<file path="src/rtl/cpu_defs.sv">
// Shared CPU definitions: datapath widths, writeback value-select codes,
// architectural register indices and the forwarding result record.
package cpu_defs;

  localparam int DATA_W = 16;
  localparam int ADDR_W = 4;

  typedef enum logic [1:0] {
    WB_SEL_ALU  = 2'b00,
    WB_SEL_MEM  = 2'b01,
    WB_SEL_LINK = 2'b10,
    WB_SEL_IMM  = 2'b11
  } wb_sel_e;

  localparam logic [ADDR_W-1:0] REG_ZERO = 4'd0;
  localparam logic [ADDR_W-1:0] REG_IH   = 4'd13;
  localparam logic [ADDR_W-1:0] REG_T    = 4'd14;
  localparam logic [ADDR_W-1:0] REG_SP   = 4'd15;

  typedef struct packed {
    logic              hit;
    logic [DATA_W-1:0] data;
  } fwd_result_t;

  function automatic logic [DATA_W-1:0] wb_mux(input wb_sel_e           sel,
                                               input logic [DATA_W-1:0] alu,
                                               input logic [DATA_W-1:0] mem,
                                               input logic [DATA_W-1:0] link,
                                               input logic [DATA_W-1:0] imm);
    logic [DATA_W-1:0] v;
    v = alu;
    case (sel)
      WB_SEL_MEM:  v = mem;
      WB_SEL_LINK: v = link;
      WB_SEL_IMM:  v = imm;
      default:     v = alu;
    endcase
    return v;
  endfunction

endpackage

</file>
<file path="src/rtl/wb_queue.sv">
// Circular FIFO of pending register writes {addr, data}. The slot view is
// ordered oldest (slot 0, the head) to youngest for the forwarding search.
module wb_queue
  import cpu_defs::*;
#(
  parameter int  DEPTH = 2,
  localparam int CNT_W = $clog2(DEPTH + 1)
) (
  input  logic                    clk,
  input  logic                    rst,
  input  logic                    push,
  input  logic [ADDR_W-1:0]       push_addr,
  input  logic [DATA_W-1:0]       push_data,
  input  logic                    pop,
  output logic [CNT_W-1:0]        count,
  output logic [DEPTH*ADDR_W-1:0] slot_addr,
  output logic [DEPTH*DATA_W-1:0] slot_data,
  output logic [DEPTH-1:0]        slot_valid
);

  localparam int PTR_W = $clog2(DEPTH);

  logic [ADDR_W-1:0] mem_addr [DEPTH];
  logic [DATA_W-1:0] mem_data [DEPTH];
  logic [PTR_W-1:0]  rd_ptr;
  logic [PTR_W-1:0]  wr_ptr;

  function automatic logic [PTR_W-1:0] ptr_inc(input logic [PTR_W-1:0] p);
    return (p == PTR_W'(DEPTH - 1)) ? '0 : p + 1'b1;
  endfunction

  function automatic logic [PTR_W-1:0] slot_idx(input logic [PTR_W-1:0] base, input int i);
    int s;
    s = int'(base) + i;
    if (s >= DEPTH) s = s - DEPTH;
    return PTR_W'(s);
  endfunction

  always_ff @(posedge clk) begin
    if (rst) begin
      rd_ptr <= '0;
      wr_ptr <= '0;
      count  <= '0;
    end else begin
      if (push) wr_ptr <= ptr_inc(wr_ptr);
      if (pop)  rd_ptr <= ptr_inc(rd_ptr);
      count <= count + CNT_W'(push) - CNT_W'(pop);
    end
  end

  // NOTE: storage has no reset; an entry is only observed while count says it is valid.
  always_ff @(posedge clk) begin
    if (push) begin
      mem_addr[wr_ptr] <= push_addr;
      mem_data[wr_ptr] <= push_data;
    end
  end

  always_comb begin
    slot_addr  = '0;
    slot_data  = '0;
    slot_valid = '0;
    for (int i = 0; i < DEPTH; i++) begin
      slot_addr[i*ADDR_W +: ADDR_W] = mem_addr[slot_idx(rd_ptr, i)];
      slot_data[i*DATA_W +: DATA_W] = mem_data[slot_idx(rd_ptr, i)];
      slot_valid[i]                 = (i < int'(count));
    end
  end

endmodule

</file>
<file path="src/rtl/writeback_stage.sv">
// Writeback stage: selects the retiring value, queues it, and replays each
// queued result as a SETUP/STROBE register-file write; forwards pending values.
module writeback_stage
  import cpu_defs::*;
#(
  parameter int DEPTH = 2
) (
  input  logic              clk,
  input  logic              rst,
  input  logic              wb_valid,
  input  logic [ADDR_W-1:0] wb_dest,
  input  logic [1:0]        wb_sel,
  input  logic [DATA_W-1:0] alu_result,
  input  logic [DATA_W-1:0] mem_data,
  input  logic [DATA_W-1:0] pc_link,
  input  logic [DATA_W-1:0] imm,
  output logic              wb_stall,
  output logic              rf_write,
  output logic [ADDR_W-1:0] rf_address,
  output logic [DATA_W-1:0] rf_data_in,
  input  logic [ADDR_W-1:0] fwd_addr_a,
  input  logic [ADDR_W-1:0] fwd_addr_b,
  output logic              fwd_hit_a,
  output logic [DATA_W-1:0] fwd_data_a,
  output logic              fwd_hit_b,
  output logic [DATA_W-1:0] fwd_data_b,
  output logic              wb_idle
);

  localparam int CNT_W = $clog2(DEPTH + 1);

  typedef enum logic [1:0] {ST_IDLE, ST_SETUP, ST_STROBE} wb_state_e;

  wb_state_e               state, next_state;
  logic [CNT_W-1:0]        count;
  logic [DEPTH*ADDR_W-1:0] slot_addr;
  logic [DEPTH*DATA_W-1:0] slot_data;
  logic [DEPTH-1:0]        slot_valid;
  logic [DATA_W-1:0]       wb_value;
  logic                    push, pop;
  fwd_result_t             fwd_a, fwd_b;

  // Stall comes from the registered count only, so a same-cycle pop never releases it.
  assign wb_stall = (count == CNT_W'(DEPTH));
  assign push     = wb_valid & ~wb_stall & (wb_dest != REG_ZERO);
  assign pop      = (state == ST_STROBE);
  assign wb_value = wb_mux(wb_sel_e'(wb_sel), alu_result, mem_data, pc_link, imm);
  assign wb_idle  = (count == '0) && (state == ST_IDLE);

  wb_queue #(.DEPTH(DEPTH)) u_queue (
    .clk       (clk),
    .rst       (rst),
    .push      (push),
    .push_addr (wb_dest),
    .push_data (wb_value),
    .pop       (pop),
    .count     (count),
    .slot_addr (slot_addr),
    .slot_data (slot_data),
    .slot_valid(slot_valid)
  );

  // NOTE: all outputs of this block get a default first so no latch is inferred.
  always_comb begin
    next_state = state;
    case (state)
      ST_IDLE:   if (count != '0) next_state = ST_SETUP;
      ST_SETUP:  next_state = ST_STROBE;
      ST_STROBE: next_state = (count > CNT_W'(1)) ? ST_SETUP : ST_IDLE;
      default:   next_state = ST_IDLE;
    endcase
  end

  // Address/data load on entry to SETUP; leaving STROBE the old head is being popped, so load slot 1.
  always_ff @(posedge clk) begin
    if (rst) begin
      state      <= ST_IDLE;
      rf_write   <= 1'b0;
      rf_address <= '0;
      rf_data_in <= '0;
    end else begin
      state    <= next_state;
      rf_write <= (next_state == ST_STROBE);
      if (next_state == ST_SETUP) begin
        if (state == ST_STROBE) begin
          rf_address <= slot_addr[ADDR_W +: ADDR_W];
          rf_data_in <= slot_data[DATA_W +: DATA_W];
        end else begin
          rf_address <= slot_addr[0 +: ADDR_W];
          rf_data_in <= slot_data[0 +: DATA_W];
        end
      end
    end
  end

  // Slots are scanned oldest to youngest so the youngest match wins.
  function automatic fwd_result_t fwd_lookup(input logic [ADDR_W-1:0]       addr,
                                             input logic [DEPTH*ADDR_W-1:0] a,
                                             input logic [DEPTH*DATA_W-1:0] d,
                                             input logic [DEPTH-1:0]        v);
    fwd_result_t r;
    r = '0;
    for (int i = 0; i < DEPTH; i++) begin
      if (v[i] && (addr != REG_ZERO) && (a[i*ADDR_W +: ADDR_W] == addr)) begin
        r.hit  = 1'b1;
        r.data = d[i*DATA_W +: DATA_W];
      end
    end
    return r;
  endfunction

  always_comb begin
    fwd_a = fwd_lookup(fwd_addr_a, slot_addr, slot_data, slot_valid);
    fwd_b = fwd_lookup(fwd_addr_b, slot_addr, slot_data, slot_valid);
  end

  assign fwd_hit_a  = fwd_a.hit;
  assign fwd_data_a = fwd_a.data;
  assign fwd_hit_b  = fwd_b.hit;
  assign fwd_data_b = fwd_b.data;

endmodule

</file>
<file path="config.mk">
export PLATFORM = sky130hd
export DESIGN_NAME = writeback_stage
export DESIGN_NICKNAME = d
export VERILOG_FILES = /design/src/rtl/cpu_defs.sv /design/src/rtl/wb_queue.sv /design/src/rtl/writeback_stage.sv
export SDC_FILE = /design/constraint.sdc
export NUM_CORES = 1
export LEC_CHECK = 0
export CORE_ASPECT_RATIO = 1.4
export CORE_MARGIN = 3
export CORE_UTILIZATION = 44
export DETAILED_ROUTE_END_ITERATION = 10
export GPL_TIMING_DRIVEN = 1
export PLACE_DENSITY = 0.81
export SKIP_CTS_REPAIR_TIMING = 1
export SYNTH_ARGS = -nofsm -noshare
export SYNTH_HDL_FRONTEND = slang
export SYNTH_SLANG_ARGS = --single-unit
</file>
<file path="constraint.sdc">
create_clock -name clk -period 3.1 [get_ports clk]
set_input_delay 0.31 -clock clk [delete_from_list [all_inputs] [get_ports clk]]
set_output_delay 0.31 -clock clk [all_outputs]
set_load 0.01 [all_outputs]
</file>
After elaboration in Yosys (flattened, before gate mapping). Memories as Yosys holds them, arrays and structs flattened. Cells that the tools add are included.

Word-level logic and storage cells: 67. Bits in registers: 27. Output and inout port bits: 57. Input bits: 81. RAM bits: 40. Memories kept: 2.

Magnitude comparators: 5. Equality and inequality tests: 12. Multiplexer cells: 16. Reduce and logical (&&, ||, !) cells: 15. Bitwise logic cells: 3. Add/subtract/negate cells: 7.

Memories: u_queue.mem_data (words 2, bits a word 16, read ports 2, clocked after memory_dff 0, write ports 1, line wb_queue.sv:24) `logic [DATA_W-1:0] mem_data [DEPTH];`; u_queue.mem_addr (words 2, bits a word 4, read ports 2, clocked after memory_dff 0, write ports 1, line wb_queue.sv:23) `logic [ADDR_W-1:0] mem_addr [DEPTH];`.

Operator list (number): 17-bit two-way mux (4); 16-bit case mux with 3 select lines (1); 4-bit equality test (4); 16-bit two-way mux (1); 4-bit nonzero test (3); 2-bit equality test, second input constant (5); 1-bit logical AND (9); 1-bit two-way mux (7); 2-bit by 1-bit equality test with 1-bit output, second input constant (3); 2-bit case mux with 3 select lines (1); 2-bit zero test (2); 1-bit by 2-bit less-than comparator with 1-bit output, first input constant (2); 4-bit two-way mux (1); 1-bit adder, second input constant (2); 1-bit by 1-bit adder with 2-bit output, second input constant (1); 2-bit by 1-bit adder with 2-bit output (1); 1-bit bitwise AND (2); 1-bit by 2-bit >= comparator with 1-bit output, second input constant (1); 2-bit >= comparator, second input constant (1); 2-bit by 1-bit greater-than comparator with 1-bit output, second input constant (1); 2-bit two-way mux (1); 2-bit nonzero test (1); 1-bit subtractor, second input constant (2); 2-bit by 1-bit subtractor with 2-bit output (1); 1-bit NOT (1).

Depth between registers and ports, before layout. Gate-level depths: netlist (run 1). An unclocked memory read counts as a cell.

Depth in word-level cells: 7. Mapped depth: 8. Depth with buffers taken out: 8.

Modules after synthesis. From an unflattened synthesis (run 1), not the netlist that was laid out.

Cells, all modules: 334. Area total of the unflattened synthesis: 4274.1 um2.

By module, submodules not included: writeback_stage (area each 2363.5 um2, instances 1, cells an instance 229, seq. area each 460.4 um2); wb_queue (area each 1910.6 um2, instances 1, cells an instance 105, seq. area each 1301.2 um2).

Least setup slack after synthesis (run 1). OpenSTA, ideal clock, no wires.

Kind: register -> register. From: register u_queue.count[1]. To: memory u_queue.mem_addr[0][0], enable pin. Period minus slack after synthesis: 2.369 ns. Path slack: 0.731 ns. Arrival: 1.970 ns. Cell stages (with the launch flop): 5. Setup time: 0.399 ns. Path buffers: 1. Required time: 2.701 ns. Cells stage by stage: dfxtp_1 > clkbuf_2 > nor2b_1 > nor3b_1 > nor2b_1.

Longest elaborated chain between the ends: 6.

RTL lines: start, declared (line wb_queue.sv:15) `output logic [CNT_W-1:0] count,`; start signal, assigned (line wb_queue.sv:47) `count <= count + CNT_W'(push) - CNT_W'(pop);`; 2-bit equality test (line writeback_stage.sv:44) `assign wb_stall = (count == CNT_W'(DEPTH));`; net wb_stall (line writeback_stage.sv:17) `output logic wb_stall,`; 1-bit NOT (line writeback_stage.sv:45) `assign push = wb_valid & ~wb_stall & (wb_dest != REG_ZERO);`; 1-bit bitwise AND (2 in series) (line writeback_stage.sv:45); net push (line writeback_stage.sv:40) `logic push, pop;`; 1-bit two-way mux (line wb_queue.sv:53) `if (push) begin`; 1-bit two-way mux (implied by the code) (line wb_queue.sv:54) `mem_addr[wr_ptr] <= push_addr;`; end, declared (line wb_queue.sv:23).

The timed path passes the listed nets, and every way through them passes these cells.

Worst setup path in the final report (run 1).
From: register u_queue.rd_ptr. To: output fwd_data_b[7].

Longest elaborated chain between the ends: 7. Elaborated cells between the ends (all ways): 15. Classes of those cells: 3 x add/sub; 2 x order compare; 2 x eq/ne; 4 x mux; 2 x reduce/logical; 2 x memory.

RTL lines: start, declared (line wb_queue.sv:25) `logic [PTR_W-1:0] rd_ptr;`; start signal, assigned (line wb_queue.sv:46) `if (pop) rd_ptr <= ptr_inc(rd_ptr);`; 1-bit by 1-bit adder with 2-bit output (tied with other cells) (line wb_queue.sv:34) `s = int'(base) + i;`; 2-bit >= comparator (tied with other cells) (line wb_queue.sv:35) `if (s >= DEPTH) s = s - DEPTH;`; 1-bit two-way mux or memory read 2 x 4 bit (tied branches); memory read 2 x 4 bit or 4-bit equality test (tied branches); 4-bit equality test or 1-bit logical AND (tied branches) (line writeback_stage.sv:104) `if (v[i] && (addr != REG_ZERO) && (a[i*ADDR_W +: ADDR_W] == addr)) begin`; 1-bit logical AND or 17-bit two-way mux (tied branches) (line writeback_stage.sv:104); 17-bit two-way mux (*) (line writeback_stage.sv:104); end, declared (line writeback_stage.sv:26) `output logic [DATA_W-1:0] fwd_data_b,`.

Every way passes the cells marked *; elsewhere a longest branch is shown, timed or not.

==> metrics.cfg, run 1 <==
[synthesis]
synth_seq_area_share_pct=49.3
yosys.cell_types.count=30
synth_top_cell_by_area=edfxtp_1
synthesis.area_per_instance_um2=13.0
synth_nets=354
synth_area_um2=3530
synth_top_area_share_pct=34.0
postSynthRegisterBits=67
synthesis.instances=271
synthTopCellsByArea=edfxtp_1 34%, dfxtp_1 15%, mux4_2 10%
yosysWarningCount=0

[setup_path]
crit_path_top_delay_cell=dfxtp_4
crit_buf_inv=2
timing.critical_path.required_ns=2.79
worstReg2RegStart=state[0]
worst_setup_path_start_kind=flop
timing.critical_path.slowest_cell_delay_ns=0.43
crit_top_cell=mux2i_4
critical_path.max_fanout=7
cpLargestDelayFamily=multiplexers
crit_path_class=reg2out
worstPathCellList=mux2i_4 > xnor2_1 > nor3_2 > nand4b_4 > mux2i_4 > buf_4 > a22o_1 > dlymetal6s2s_1
worst_ep_arrival_ns=2.44
regToRegEndpoint=rf_data_in[4]
worst_r2r_path_depth=6
timing.reg2reg.setup_slack_ns=1.11
endpoint_kind=output pin

[global_routing]
grt_pass1_wl_um=14400
grt_overflow=0
number_of_global_route_vias_before_repair=3056
grt.total_usage_pct=20.7
number_of_antenna_violations_at_the_first_check_in_global_routing=0
maximum_number_of_pins_on_one_net_before_global_route_repair=41

[power_and_ir_drop]
cellPowerDensity_nw_per_um2=673
power_leakage_nw=2.60
vdd.ir_drop.worst_uv=377
post-layout-total-power_mw=3.66

[cts]
cts.clk_slew.worst_paths_ns=0.06
cts_root_buffer=clkbuf_8
cts-buffers-inserted=9
clock_tree_from_tritoncts=done
insertion_delay_ns=0.33
maximum_count_of_clock_buffers_along_a_single_path=2
cts.htree.levels=3
clock_sink_count=67

[cells_and_area]
mostFrequentLayoutCell=clkdlybuf4s50_1
final_nets=495
syn_to_final_growth_pct=53.8
layout.cells.most_common_list=105 x clkdlybuf4s50_1, 40 x edfxtp_1, 32 x dlymetal6s2s_1, 26 x nor2_1, 25 x dfxtp_1
drive_above_1_share_pct=18.9
finish.cell_count_without_fillers=517
num_antenna_cells=0

[sta]
fin_ws_ns=0.351
final.min_clock_period_ns=2.75
fin_worst_skew_ns=0.00465
final_max_slew_viol_count=0
slew_headroom_pct=30.9
rsz_0062_raised_after_global_routing=no
final_setup_vio_count=0
tightest_slew_ns=1.03
report.final.hold_viol_count=0
achievable-frequency_mhz=364
finalCritPeriodShare_pct=88.7

[drt]
overall_via_count_from_detail_route=2801
wl_met2_um=5160
detail_route.drc_violations=0
routed_wl_um=9340
top_signal_layer_used=met4
route.antenna.remaining_nets=0
drtPass1Iterations=4
drt-vias-per-instance=5.42
drt_iter0_markers=160
wl_per_cell_um=18.1
routed-wl-met3_um=628
wl_met1_um=3280

[placement]
numPortBuffers=137
pre_cts_ws_ns=0.140
dp_cells=500
finalWeightedCongestion=0.897
place_hpwl_um=7070

[min_path]
hold_wc_path_type=reg2reg
timing.hold.worst_endpoint=rf_address[3]
min_delay_path_depth=2
hold_start=rf_address[3]

[floorplanning]
dieHeight_um=112
starting_density_of_the_core_pct=45.3
row_count=38
placeableCoreArea_um2=7800
die_width_um=81.8
ioPinCount=138
floorplan.die_area_um2=9160

[status]
outcome=completed

[run]
cap_viol_max_count=0

-- per-stage QoR --
stage | instance area (µm²) | setup TNS, ns | hold WS (ns) | util (%)
after floorplan | 3530 | 0 | 0.409 | -
after global placement | 5040 | 0 | 0.489 | 64.7
after detailed placement | 5040 | 0 | 0.493 | 64.7
after CTS | 5230 | -6.34 | 0.506 | 67.0
after global routing | 5440 | 0 | 0.527 | 69.7
final | 5440 | 0 | 0.504 | 69.7
-- cells in the mapped netlist --
cell and number:
a211oi_1 20, a21oi_1 2, a22o_1 20, a22o_2 12, and2_1 1, buf_1 1, buf_2 2, buf_6 6
clkbuf_1 10, clkbuf_2 1, dfxtp_1 27, edfxtp_1 40, ha_1 2, inv_1 5, mux2i_1 25, mux2i_2 7
mux4_2 16, nand2_1 4, nand2b_1 1, nand3_1 2, nand3b_1 2, nand4b_2 2, nor2_1 27, nor2b_1 3
nor3_1 5, nor3_2 2, nor3b_1 2, nor4_1 4, xnor2_1 17, xor2_1 3
-- worst reg2reg max path: stages, from the launching register on --
cell and delay, ns:
dfxtp_1 0.39, nand2b_1 0.24, nor2_1 0.09, a21oi_2 0.35
buf_4 0.38, mux2i_1 0.27, a211oi_1 0.10
-- report_power, final --
group	switching [mW]	internal, mW	total [mW]
logic	0.755	0.819	1.57
clock network	0.293	0.354	0.647
registers	0.213	1.22	1.44
-- worst max path at each step --
| stage | from | end | cells after the start |
|---|---|---|---|
| final | u_queue.rd_ptr | fwd_data_b[7] | 8 |
| after global routing | u_queue.rd_ptr | fwd_data_b[2] | 8 |
| after CTS | flop | fwd_data_b[2] | 8 |
| after detailed placement | flop | fwd_data_b[2] | 8 |
| after global placement | fwd_addr_b[0] | fwd_data_b[9] | 7 |
| after floorplan | u_queue.count[1] | u_queue.mem_addr[0][0] | 4 |
-- flip-flops by register name (all words and copies together) (netlist names), named ones only --
name / count
rf_write: 1
u_queue.mem_addr: 8
rf_address: 4
u_queue.wr_ptr: 1
u_queue.rd_ptr: 1
rf_data_in: 16
state: 1
u_queue.mem_data: 32
u_queue.count: 2
-- routing by layer --
metal,vias up,track usage (%)
li1,1337,-
met1,1337,21.9
met2,106,36.9
met3,21,5.94
met4,0,9.09
met5,-,0
-- layout make-up --
class | count | area [µm²]
flip-flops and latches | 67 | 1750
repair buffers | 150 | 1590
multi-input cells | 179 | 1770
fillers | 568 | 2360
well taps | 100 | 125
inverters | 5 | 18.8
clock inverters | 2 | 10.0
clock buffers | 14 | 173
-- cells by family after synthesis --
family | Yosys count | synth area share (%)
DFF | 67 | 49.3
and+or+nand+nor | 55 | 8.14
AOI/OAI and AO/OA | 54 | 12.9
muxes | 48 | 20.0
buffers and inverters | 25 | 4.04
xor gates and xnor gates | 20 | 4.96
adders and majority gates | 2 | 0.708
No activity file was read; power rests on OpenSTA's default activity.
==> run 2: changes to the inputs <==
--- a/config.mk
+++ b/config.mk
@@ -11,6 +11,7 @@
 export DETAILED_ROUTE_END_ITERATION = 10
 export GPL_TIMING_DRIVEN = 1
 export PLACE_DENSITY = 0.81
+export REMOVE_ABC_BUFFERS = 1
 export SKIP_CTS_REPAIR_TIMING = 1
 export SYNTH_ARGS = -nofsm -noshare
 export SYNTH_HDL_FRONTEND = slang
==> run 2 against run 1 <==
Against the previous run: the flow now finishes with violations (negative setup slack); clock power increased by 25%; register-to-register slack got worse by 0.12 ns; critical path depth unchanged; design area about the same; sequential cell count unchanged; via count increased by 2.7%; maximum frequency decreased by 12%; sequential power about the same; final cell count unchanged; wire length increased by 5.7%; worst setup slack got worse by 0.37 ns; largest cell class unchanged.
==> metrics.cfg, run 2 (synthesis results as in run 1) <==
[cells_and_area]
largestRegisters=u_queue.mem_data x32, rf_data_in x16, u_queue.mem_addr x8  ; unchanged
core_utilization_of_the_finished_layout_pct=69.8  ; was 69.7%
final_nets=495  ; unchanged
num_antenna_cells=0  ; unchanged
drive_above_1_share_pct=18.9  ; unchanged
layout.cells.most_common_list=118 x clkdlybuf4s50_1, 40 x edfxtp_1, 26 x nor2_1, 25 x dfxtp_1, 23 x mux2i_1  ; was 105 x clkdlybuf4s50_1, 40 x edfxtp_1, 32 x dlymetal6s2s_1, 26 x nor2_1, 25 x dfxtp_1
syn_to_final_growth_pct=53.9  ; was 53.8%
largest_register_ffs=32  ; unchanged
num-fill-cells=565  ; was 568
top_register=u_queue.mem_data  ; unchanged
mostFrequentLayoutCell=clkdlybuf4s50_1  ; unchanged

[status]
outcome=finished, violations left  ; was completed
failing_checks=negative setup slack

[cts]
insertion_delay_ns=0.35  ; was 0.33 ns
cts_root_buffer=clkbuf_8  ; unchanged
clock_sink_count=67  ; unchanged
cts.htree.levels=3  ; unchanged
maximum_count_of_clock_buffers_along_a_single_path=2  ; unchanged
cts.clk_slew.worst_paths_ns=0.08  ; was 0.06 ns
cts-buffers-inserted=9  ; unchanged
clock_tree_from_tritoncts=done  ; unchanged

[placement]
finalWeightedCongestion=0.896  ; was 0.897
place_hpwl_um=7390  ; was 7070 µm
numPortBuffers=137  ; unchanged

[min_path]
hold_wc_path_type=reg2reg  ; unchanged

[drt]
routed_wl_um=9870  ; was 9340 µm
drt_iter0_markers=152  ; was 160
top_signal_layer_used=met4  ; unchanged
drt-vias-per-instance=5.56  ; was 5.42
overall_via_count_from_detail_route=2876  ; was 2801
drtPass1Iterations=5  ; was 4
wl_met1_um=3440  ; was 3280 µm
routed-wl-met3_um=581  ; was 628 µm
detail_route.drc_violations=0  ; unchanged
wl_met2_um=5550  ; was 5160 µm
route.antenna.remaining_nets=0  ; unchanged
wl_per_cell_um=19.1  ; was 18.1 µm

[sta]
fin_ws_ns=-0.0184  ; was 0.351 ns
slew_headroom_pct=27.1  ; was 30.9%
final_setup_vio_count=1  ; was 0
report.final.hold_viol_count=0  ; unchanged
final.min_clock_period_ns=3.12  ; was 2.75 ns
finalCritPeriodShare_pct=101  ; was 88.7%
final_max_slew_viol_count=0  ; unchanged
rsz_0062_raised_after_global_routing=yes  ; was no
total_negative_setup_slacks_ns=-0.0184  ; was 0 ns
tightest_slew_ns=1.09  ; was 1.03 ns
holdWs_ns=0.502  ; was 0.504 ns
fin_worst_skew_ns=0.0132  ; was 0.00465 ns
achievable-frequency_mhz=321  ; was 364 MHz

[floorplanning]
placeableCoreArea_um2=7800  ; unchanged
die_width_um=81.8  ; unchanged
row_count=38  ; unchanged
floorplan.die_area_um2=9160  ; unchanged
dieHeight_um=112  ; unchanged
starting_density_of_the_core_pct=45.3  ; unchanged
ioPinCount=138  ; unchanged

[setup_path]
endpoint_kind=output pin  ; unchanged
critical_path.max_fanout=12  ; was 7
crit_path_class=reg2out  ; unchanged
timing.critical_path.required_ns=2.79  ; about the same
worst_setup_path_start_kind=flop  ; unchanged
worst_ep_arrival_ns=2.81  ; was 2.44 ns

[global_routing]
number_of_antenna_violations_at_the_first_check_in_global_routing=0  ; unchanged
grt.total_usage_pct=22.2  ; was 20.7%
maximum_number_of_pins_on_one_net_before_global_route_repair=41  ; unchanged
grt_pass1_wl_um=15100  ; was 14400 µm
grt_overflow=0  ; unchanged
number_of_global_route_vias_before_repair=3074  ; was 3056

[power_and_ir_drop]
post-layout-total-power_mw=3.81  ; was 3.66 mW
power_leakage_nw=2.38  ; was 2.60 nW
power.switching_mw=1.32  ; was 1.26 mW
sequential_cell_fraction_of_total_power_pct=36.9  ; was 39.3%
vdd.ir_drop.worst_uv=428  ; was 377 µV
cellPowerDensity_nw_per_um2=701  ; was 673 nW/µm²
pwr-share-clk_pct=21.2  ; was 17.7%
power.internal_mw=2.50  ; was 2.40 mW
sw_frac_of_total_pct=34.5  ; about the same
power.combinational.fraction_pct=41.9  ; was 43.0%

[run]
cap_viol_max_count=0  ; unchanged

==> run 2: cell count changes in the layout (fill, tap and decap cells not counted), sizes merged <==
cell	previous run	this run
clkbuf	14	9
clkdlybuf4s50	105	118
inv	5	7
dlymetal6s2s	32	19
bufinv	0	2
clkinvlp	0	1
==> run 2: cell type report <==
type	count	area, µm²	share of cell area [%]
Multi-Input combinational cell	179	1760	32.3
Clock inverter	7	98.8	1.82
Inverter	5	18.8	0.345
Timing Repair Buffer	150	1570	28.9
Tap cell	100	125	2.30
Clock buffer	9	124	2.28
Sequential cell	67	1750	32.1
==> run 2: worst paths after layout <==
check                                     from            end  slack, ns  cells past startpoint
worst max-delay path            u_queue.rd_ptr  fwd_data_a[3]      -0.02                      8
worst max register to register        state[0]  rf_data_in[8]       0.99                      5
worst min register to register   rf_address[0]  rf_address[0]       0.50                      2
worst min-delay path             rf_address[0]  rf_address[0]       0.50                      2
==> run 2: per-layer routing <==
metal / up-vias / global-route usage (%)
met5: - / 0
met4: 0 / 11.6
met3: 17 / 4.90
met2: 123 / 40.5
met1: 1393 / 22.5
li1: 1343 / -
==> run 2: power groups by stage <==
stage	Combinational [mW]	Sequential [mW]	Clock, mW
after floorplan	0.799	1.44	0
after global placement	1.54	1.40	0
after detailed placement	1.57	1.42	0
after CTS	1.58	1.40	0.824
after global routing	1.74	1.44	0.860
final	1.60	1.41	0.807
==> run 2: critical path: stages, from the launching register on <==
cell and delay [ns]:
dfxtp_4 0.41, mux2i_4 0.26, xnor2_1 0.11, nor3_2 0.29, nand4b_4 0.21, mux2i_4 0.25, buf_12 0.16, a22o_2 0.25
clkdlybuf4s50_1 0.52
==> run 2: stage by stage <==
step	setup slack, ns	instances	cell area, µm²
finish	-0.0184	517	5440
global route	-0.141	517	5440
CTS	-0.279	517	5290
detailed placement	0.0995	501	5070
global placement	0.141	501	5070
floorplan	0.489	251	3410
==> run 3: changes to the inputs <==
--- a/config.mk
+++ b/config.mk
@@ -6,7 +6,7 @@
 export NUM_CORES = 1
 export LEC_CHECK = 0
 export CORE_ASPECT_RATIO = 1.4
-export CORE_MARGIN = 3
+export CORE_MARGIN = 8
 export CORE_UTILIZATION = 44
 export DETAILED_ROUTE_END_ITERATION = 10
 export GPL_TIMING_DRIVEN = 1
==> run 3 against run 2 <==
Against the previous run: the flow now finishes without violations; final cell count grew 0.39%; register-to-register slack worse by 0.10 ns; sequential cell count unchanged; sequential share of layout area shrank 0.14 points; core utilization up 0.30 points; maximum frequency rose by 3.1%; first-iteration DRC count down 21%; count of clock-buffer cells in the layout up 5; critical path type unchanged; largest cell class unchanged; non-clock buffer count increased by 2; clock power is 21% lower.
==> metrics.cfg, run 3 (synthesis results as in run 1) <==
[drt]
wl_per_cell_um=20.3  ; was 19.1 µm
top_signal_layer_used=met4  ; unchanged
routed-wl-met3_um=744  ; was 581 µm
drtPass1Iterations=5  ; unchanged
wl_met1_um=3750  ; was 3440 µm
detail_route.drc_violations=0  ; unchanged
overall_via_count_from_detail_route=2811  ; was 2876
route.antenna.remaining_nets=0  ; unchanged
drt-vias-per-instance=5.42  ; was 5.56
drt_iter0_markers=120  ; was 152
wl_met2_um=5790  ; was 5550 µm
routed_wl_um=10600  ; was 9870 µm

[global_routing]
grt_overflow=0  ; unchanged
maximum_number_of_pins_on_one_net_before_global_route_repair=28  ; was 41
number_of_antenna_violations_at_the_first_check_in_global_routing=0  ; unchanged
grt.total_usage_pct=18.2  ; was 22.2%
grt_pass1_wl_um=15800  ; was 15100 µm
number_of_global_route_vias_before_repair=3098  ; was 3074

[cells_and_area]
largestRegisters=u_queue.mem_data x32, rf_data_in x16, u_queue.mem_addr x8  ; unchanged
mostFrequentLayoutCell=clkdlybuf4s50_1  ; unchanged
finish.cell_count_without_fillers=519  ; was 517
drive_above_1_share_pct=19.6  ; was 18.9%
final_design_area_no_fill_um2=5470  ; was 5440 µm²
top_register=u_queue.mem_data  ; unchanged
largest_register_ffs=32  ; unchanged
num_antenna_cells=0  ; unchanged
layout.cells.most_common_list=107 x clkdlybuf4s50_1, 40 x edfxtp_1, 30 x dlymetal6s2s_1, 26 x nor2_1, 25 x dfxtp_1  ; was 118 x clkdlybuf4s50_1, 40 x edfxtp_1, 26 x nor2_1, 25 x dfxtp_1, 23 x mux2i_1
final_nets=497  ; was 495
syn_to_final_growth_pct=54.6  ; was 53.9%
core_utilization_of_the_finished_layout_pct=70.1  ; was 69.8%

[floorplanning]
row_count=38  ; unchanged
dieHeight_um=122  ; was 112 µm
ioPinCount=138  ; unchanged
floorplan.die_area_um2=11200  ; was 9160 µm²
placeableCoreArea_um2=7800  ; unchanged
starting_density_of_the_core_pct=45.3  ; unchanged
die_width_um=91.8  ; was 81.8 µm

[setup_path]
crit_path_class=reg2out  ; unchanged
timing.critical_path.slowest_cell_delay_ns=0.48  ; was 0.52 ns
worst_r2r_path_depth=4  ; was 5
worstReg2RegStart=u_queue.count[1]  ; was state[0]
crit_path_top_delay_cell=clkdlybuf4s50_1  ; unchanged
worst_setup_path_start_kind=flop  ; unchanged
timing.reg2reg.setup_slack_ns=0.89  ; was 0.99 ns
crit_top_cell=mux2i_4  ; unchanged
endpoint_kind=output pin  ; unchanged
timing.critical_path.required_ns=2.79  ; about the same
worst_ep_arrival_ns=2.72  ; was 2.81 ns
regToRegEndpoint=u_queue.mem_data[0][7]  ; was rf_data_in[8]
critical_path.max_fanout=16  ; was 12
worstPathCellList=mux2i_4 > xnor2_1 > nor3_2 > nand4b_4 > mux2i_4 > buf_12 > a22o_1 > clkdlybuf4s50_1  ; was mux2i_4 > xnor2_1 > nor3_2 > nand4b_4 > mux2i_4 > buf_12 > a22o_2 > clkdlybuf4s50_1

[cts]
maximum_count_of_clock_buffers_along_a_single_path=2  ; unchanged
cts.htree.levels=3  ; unchanged
clock_tree_from_tritoncts=done  ; unchanged
cts-buffers-inserted=9  ; unchanged
insertion_delay_ns=0.34  ; was 0.35 ns
cts.clk_slew.worst_paths_ns=0.07  ; was 0.08 ns
clock_sink_count=67  ; unchanged
cts_root_buffer=clkbuf_8  ; unchanged

[sta]
final_max_slew_viol_count=0  ; unchanged
final_setup_vio_count=0  ; was 1
report.final.hold_viol_count=0  ; unchanged
fin_worst_skew_ns=0.00684  ; was 0.0132 ns
slew_headroom_pct=25.1  ; was 27.1%
tightest_slew_ns=1.12  ; was 1.09 ns
finalCritPeriodShare_pct=97.6  ; was 101%
final.min_clock_period_ns=3.03  ; was 3.12 ns
achievable-frequency_mhz=330  ; was 321 MHz

[placement]
place_hpwl_um=8050  ; was 7390 µm
dpl_cell_area_um2=5050  ; was 5070 µm²
finalWeightedCongestion=0.951  ; was 0.896
dp_cells=501  ; unchanged
numPortBuffers=137  ; unchanged

[min_path]
hold_start=rf_data_in[6]  ; was rf_address[0]
hold_wc_path_type=reg2reg  ; unchanged
timing.hold.worst_endpoint=rf_data_in[6]  ; was rf_address[0]
min_delay_path_depth=2  ; unchanged

[status]
outcome=completed  ; was finished, violations left

[power_and_ir_drop]
vdd.ir_drop.worst_uv=398  ; was 428 µV
power_leakage_nw=2.56  ; was 2.38 nW
cellPowerDensity_nw_per_um2=678  ; was 701 nW/µm²
post-layout-total-power_mw=3.70  ; was 3.81 mW

[run]
cap_viol_max_count=0  ; unchanged

run 3: area by class of cell:
type	instances	area [µm²]
tap	100	125
timing repair buffer	152	1610
inverter	5	18.8
clock inverter	2	10.0
clock buffer	14	163
fill	561	2330
sequential	67	1750
multi-input combinational	179	1790
run 3: worst max path at each step:
stage | start | end | slack, ns | depth (start not counted)
floorplan | u_queue.rd_ptr | rf_address[0] | 0.49 | 4
global placement | flop | fwd_data_b[4] | 0.20 | 8
detailed placement | fwd_addr_b[0] | fwd_data_b[6] | 0.12 | 7
CTS | flop | fwd_data_b[7] | -0.25 | 8
global route | u_queue.rd_ptr | fwd_data_a[6] | -0.02 | 8
finish | u_queue.rd_ptr | fwd_data_a[6] | 0.07 | 8
run 3: layer usage:
| metal | GRT usage (%) | vias to the layer above |
|---|---|---|
| met1 | 17.8 | 1346 |
| li1 | - | 1338 |
| met2 | 33.1 | 106 |
| met4 | 8.90 | 0 |
| met5 | 0 | - |
| met3 | 6.59 | 21 |
run 3: report_power, final:
group / internal [mW] / leakage (nW) / switching (mW)
clock network: 0.332 / 0.0905 / 0.307
registers: 1.22 / 0.597 / 0.211
logic: 0.851 / 1.87 / 0.781
run 3: worst max-delay path: cells and delay by family (launching register included):
family | cells | cell delay [ns]
buffers and inverters | 2 | 0.63
xor gates and xnor gates | 1 | 0.10
AOI/OAI and AO/OA | 1 | 0.24
and+or+nand+nor | 2 | 0.43
DFF | 1 | 0.43
muxes | 2 | 0.53
run 3: metrics by stage:
stage          worst slack (ns)  hold slack, ns  TNS [ns]
2_1_floorplan             0.489           0.382         0
3_3_place_gp              0.204           0.485         0
3_5_place_dp              0.123           0.492         0
4_1_cts                  -0.253           0.501     -7.48
5_1_grt                 -0.0184           0.517   -0.0364
6_report                 0.0742           0.497         0
